$ cat src/rtl/regfile_wb_arbiter.sv
// -----------------------------------------------------------------------------
// regfile_wb_arbiter
//
// Shares the register file's single write port between NREQ writeback
// requesters, such as the ALU result path, the load-return path and the CSR
// path. A round-robin valid/ready arbiter picks one requester per cycle. The
// winning write is captured in one registered output stage, which drives the
// register file's rd / write-data / write-enable inputs directly.
//
// Writes from one requester are never reordered. Writes from different
// requesters land in grant order.
//
// Parameters
//   DWIDTH       width of writeback data
//   NREQ         number of writeback requesters (2..8; 1 also works)
//
// Ports
//   clk          clock, all state updates on posedge
//   rst          synchronous, active-high reset
//   hold_i       1 = grant nothing this cycle (pipeline freeze)
//   req_valid_i  per-requester write request
//   req_rd_i     per-requester destination register, 5 bits each
//   req_data_i   per-requester write data, DWIDTH bits each
//   req_ready_o  one-hot (or zero) grant back to the requesters
//   rd_o         register file destination register
//   datawb_o     register file write data
//   regwren_o    register file write enable (never set for x0)
//   grant_idx_o  requester whose write is currently on rd_o / datawb_o
// -----------------------------------------------------------------------------
module regfile_wb_arbiter #(
    parameter  int DWIDTH = 32,
    parameter  int NREQ   = 2,
    localparam int IDXW   = (NREQ > 1) ? $clog2(NREQ) : 1
) (
    input  logic                   clk,
    input  logic                   rst,
    input  logic                   hold_i,
    input  logic [NREQ-1:0]        req_valid_i,
    input  logic [NREQ*5-1:0]      req_rd_i,
    input  logic [NREQ*DWIDTH-1:0] req_data_i,
    output logic [NREQ-1:0]        req_ready_o,
    output logic [4:0]             rd_o,
    output logic [DWIDTH-1:0]      datawb_o,
    output logic                   regwren_o,
    output logic [IDXW-1:0]        grant_idx_o
);

    logic [IDXW-1:0]   rr_ptr;
    logic [IDXW-1:0]   grant_sel;
    logic              grant_found;
    logic [4:0]        sel_rd;
    logic [DWIDTH-1:0] sel_data;

    // Requester index base+off, wrapped modulo NREQ. NREQ need not be a power
    // of two, so a plain bit-width overflow cannot do the wrap.
    function automatic logic [IDXW-1:0] wrap_add(input logic [IDXW-1:0] base,
                                                 input int              off);
        int sum;
        sum = int'(base) + off;
        return IDXW'(sum % NREQ);
    endfunction

    // Round-robin grant. The search starts at rr_ptr and takes the first valid
    // requester. Reset and hold both suppress every grant, so a grant always
    // means a transfer.
    always_comb begin
        req_ready_o = '0;
        grant_found = 1'b0;
        grant_sel   = rr_ptr;
        if (!rst && !hold_i) begin
            for (int i = 0; i < NREQ; i++) begin
                if (!grant_found && req_valid_i[wrap_add(rr_ptr, i)]) begin
                    grant_found = 1'b1;
                    grant_sel   = wrap_add(rr_ptr, i);
                end
            end
            if (grant_found) begin
                req_ready_o[grant_sel] = 1'b1;
            end
        end
    end

    // Destination register and data of the granted requester.
    assign sel_rd   = req_rd_i[5*int'(grant_sel) +: 5];
    assign sel_data = req_data_i[DWIDTH*int'(grant_sel) +: DWIDTH];

    // Round-robin pointer. After each transfer it moves to the requester just
    // past the winner. This bounds the wait of a continuously valid requester
    // to NREQ unheld cycles. With a single requester the pointer is constant.
    generate
        if (NREQ == 1) begin : g_single
            assign rr_ptr = '0;
        end else begin : g_multi
            always_ff @(posedge clk) begin
                if (rst) begin
                    rr_ptr <= '0;
                end else if (grant_found) begin
                    rr_ptr <= wrap_add(grant_sel, 1);
                end
            end
        end
    endgenerate

    // Registered output stage. rd/data/index keep the last write so the bus
    // stays quiet between writes. Only the enable pulses. Writes to x0 are
    // accepted and then dropped here by leaving the enable low.
    always_ff @(posedge clk) begin
        if (rst) begin
            rd_o        <= '0;
            datawb_o    <= '0;
            regwren_o   <= 1'b0;
            grant_idx_o <= '0;
        end else if (grant_found) begin
            rd_o        <= sel_rd;
            datawb_o    <= sel_data;
            regwren_o   <= (sel_rd != 5'd0);
            grant_idx_o <= grant_sel;
        end else begin
            regwren_o   <= 1'b0;
        end
    end

endmodule
$ cat config.mk
export PLATFORM = sky130hd
export DESIGN_NAME = regfile_wb_arbiter
export DESIGN_NICKNAME = d
export VERILOG_FILES = /design/src/rtl/regfile_wb_arbiter.sv
export SDC_FILE = /design/constraint.sdc
export NUM_CORES = 1
export LEC_CHECK = 0
export ABC_CLOCK_PERIOD_IN_PS = 6500
export CAP_MARGIN = 20
export CORE_MARGIN = 1.5
export CORE_UTILIZATION = 37
export CTS_CLUSTER_DIAMETER = 40
export DETAILED_ROUTE_END_ITERATION = 16
export GPL_ROUTABILITY_DRIVEN = 0
export GPL_TIMING_DRIVEN = 0
export HOLD_SLACK_MARGIN = 0.03
export PLACE_DENSITY = 0.85
export SLEW_MARGIN = 0
export SYNTH_ARGS = -nofsm -noshare
export SYNTH_HDL_FRONTEND = slang
export SYNTH_SLANG_ARGS = --single-unit
$ cat constraint.sdc
create_clock -name clk -period 6.5 [get_ports clk]
set_clock_uncertainty 0.05 [all_clocks]
set_input_delay 1.95 -clock clk [delete_from_list [all_inputs] [get_ports clk]]
set_output_delay 1.95 -clock clk [all_outputs]
set_load 0.01 [all_outputs]
==> out/metrics.csv, run 1 <==
stage,metric,value,unit
worst_setup_path,crit_fanout,10,
floorplanning,die_w,70.04,um
clock_tree,clkLatencyLatePin,280,ps
power_and_ir_drop,p_leak,0.001124,uW
floorplanning,fp.dieH,70.04,um
detailed_routing,post_drt_wl_per_cell,14.95,um
timing,drv_slew,0,
timing,tightest_slew,489.9,ps
cells_and_area,seqCellArea,800.8,um2
worst_setup_path,crit_path_cell_trace,clkdlybuf4s50_1 > nor3b_2 > a21boi_4 > buf_6 > clkdlybuf4s50_1,
worst_setup_path,end_kind,primary output,
synth,ys_seq_area_frac,0.4816,
worst_setup_path,required,4500,ps
timing,rsz0062_at_grt,no,
clock_tree,clockBufferDepth,2,
worst_setup_path,critPathSlowestCell,clkdlybuf4s50_1,
detailed_routing,firstDrtPassIters,5,
cells_and_area,fin_nets,382,
job,drv_cap,0,
synth,synth_cell_types,23,
synth,synth.yosys.warnings,0,
clock_tree,cts_tree,yes,
cells_and_area,diodes,0,
grt,gr-total-overflow,0,
cells_and_area,multi_input_area,733.2,um2
timing,min_period_over_period,0.9119,
grt,antenna_found_initial,0,
cells_and_area,final.fill_count,362,
floorplanning,coreArea,4354,um2
detailed_routing,via_per_inst,5.452,
floorplanning,placementRows,24,
timing,whs,445.1,ps
floorplanning,io_pins,120,
grt,grt_first_pass_wirelength,8832,um
cells_and_area,area_growth_syn_to_layout,80.81,%
grt,grtUsageTotal,0.2229,
synth,syn_area,1663,um2
clock_tree,cts_resized,0,
clock_tree,cts_max_level,2,
placed_design,preCtsSetupSlack,578.2,ps
clock_tree,cts_setup_buffers,0,
clock_tree,clock_sinks,40,
floorplanning,die-area,4906,um2
power_and_ir_drop,ir_drop,0.0001140,V
clock_tree,clkSlewWorstSetupHoldPaths,70,ps
placed_design,dp_hpwl,4075,um
worst_setup_path,crit_top_cell,clkdlybuf4s50_1,
detailed_routing,dr.first_iter.drc_count,158,
synth,syn_avg_cell_area,9.290,um2
detailed_routing,drc,0,
worst_hold_path,min_path_type,reg -> reg,
status,status,finished clean,
worst_setup_path,crit_family,buffers and inverters,
grt,grt_pass1_vias,1890,
cells_and_area,mostFrequentLayoutCells,"117 x clkdlybuf4s50_1, 40 x dfxtp_1, 29 x nand2_1",
detailed_routing,postRouteAntennaNets,0,
worst_setup_path,cp-start-kind,primary input,
worst_setup_path,cp_data_arrival_time,3930,ps
timing,finalSetupTns,0,ps
cells_and_area,final_common_cell,clkdlybuf4s50_1,
synth,synth-async-reset-ratio,0,
timing,fin_crit,5927,ps
worst_setup_path,rr_startpoint,rr_ptr$_SDFFE_PP0N_,
detailed_routing,drt-total-wl,5321,um
worst_setup_path,critical_path_class,in -> out,
grt,grt_max_degree,13,
clock_tree,cts_hold_buf,0,
clock_tree,cts_buffers,5,
clock_tree,root_buffer,clkbuf_8,
timing,timing.final.setup_violations,0,
worst_setup_path,startpoint,req_valid_i[1],
synth,synth_edf_count,0,
placed_design,port_buffers,117,
power_and_ir_drop,p_per_area,198.5,nW/um2
floorplanning,start_util,0.3819,
synth,ys.flop_type,dfxtp_1,
detailed_routing,vias,1941,
worst_setup_path,worst-path-buf-inv,3,
timing,hold_viol_final,0,
synth,ys_ff_latch,40,
timing,layout_setup_ws,572.8,ps
timing,slew_headroom,0.6734,
timing,max_clock_freq,168.7,MHz
synth,syn_inst,179,
worst_hold_path,worstHoldStart,grant_idx_o$_SDFFE_PP0N_,
worst_setup_path,max_stage_delay,600,ps
synth,synthesis.nets,258,
cells_and_area,layout-drive-gt1-share,0.08224,
-- per-layer routing --
metal	routed length, um	global-route usage	vias up
met3	583	0.09091	6
met1	2149	0.2631	897
met4	53	0.06624	0
li1	-	-	924
met2	2535	0.3714	114
met5	0	0	-
-- metrics by stage --
| step | cells | power, uW | util | instance area [um2] |
|---|---|---|---|---|
| 3_3_place_gp | 348 | 404.1 | 0.6658 | 2899 |
| 3_5_place_dp | 348 | 406.5 | 0.6658 | 2899 |
| 4_1_cts | 356 | 603.3 | 0.6905 | 3007 |
| 2_1_floorplan | 179 | 321.0 | - | 1663 |
| 5_1_grt | 356 | 627.2 | 0.6905 | 3007 |
| 6_report | 356 | 596.8 | 0.6905 | 3007 |
-- path summary, 6_finish.rpt --
kind	slack (ps)	end	depth (start not counted)
max	570	req_ready_o[1]	5
min	450	grant_idx_o$_SDFFE_PP0N_	2
max reg2reg	4890	datawb_o[18]$_SDFFE_PP0N_	6
min reg2reg	450	grant_idx_o$_SDFFE_PP0N_	2
-- synth_stat cells (2+ instances only) --
cell type	instances	area [um2]
a222oi_1	23	230.2
a31oi_1	14	87.58
buf_2	4	20.02
buf_4	2	15.01
buf_6	6	67.56
clkbuf_1	5	18.77
dfxtp_1	40	800.8
inv_1	2	7.510
nand2_1	29	108.9
nor2_1	25	93.84
nor3_1	3	15.01
o21ai_0	14	70.07
or4_1	2	15.01
-- cell type report --
cell class | count | area share
plain buffers | 17 | 0.04037
clock buffers | 6 | 0.02414
clock inverters | 2 | 0.01165
inverters | 2 | 0.002497
multi-input cells | 120 | 0.2439
flip-flops and latches | 40 | 0.2663
well taps | 52 | 0.02164
repair buffers | 117 | 0.3895
-- sequential cells by signal, indices dropped and copies added (netlist names) --
signal,flops
rr_ptr,1
grant_idx_o,1
regwren_o,1
datawb_o,32
rd_o,5
-- power by group --
part           internal (uW)  switching, uW
registers                259           7.54
clock network            114           81.8
logic                   83.7           51.1
-- worst register-to-register path: stages (launching register included) --
cell,delay [ps]
dfxtp_1,470
nand2_1,70
and3_1,190
buf_6,130
buf_6,130
a222oi_1,370
nor2_1,70
-- cell families (layout without fill, tap and decap cells) --
group                  Yosys count  in the layout  share of synthesized area
AND/OR/NAND/NOR                 61             61                     0.1512
buffers and inverters           19            144                    0.07750
AO/OA/AOI/OAI                   59             59                     0.2897
flip-flops                      40             40                     0.4816
(Power assumes the default switching activity.)
==> run 2, diff against run 1 <==
--- a/config.mk
+++ b/config.mk
@@ -6,7 +6,7 @@
 export NUM_CORES = 1
 export LEC_CHECK = 0
 export ABC_CLOCK_PERIOD_IN_PS = 6500
-export CAP_MARGIN = 20
+export CAP_MARGIN = 10
 export CORE_MARGIN = 1.5
 export CORE_UTILIZATION = 37
 export CTS_CLUSTER_DIAMETER = 40
==> results of run 2 <==
No change in the layout: final DEF, timing and power equal those of run 1.
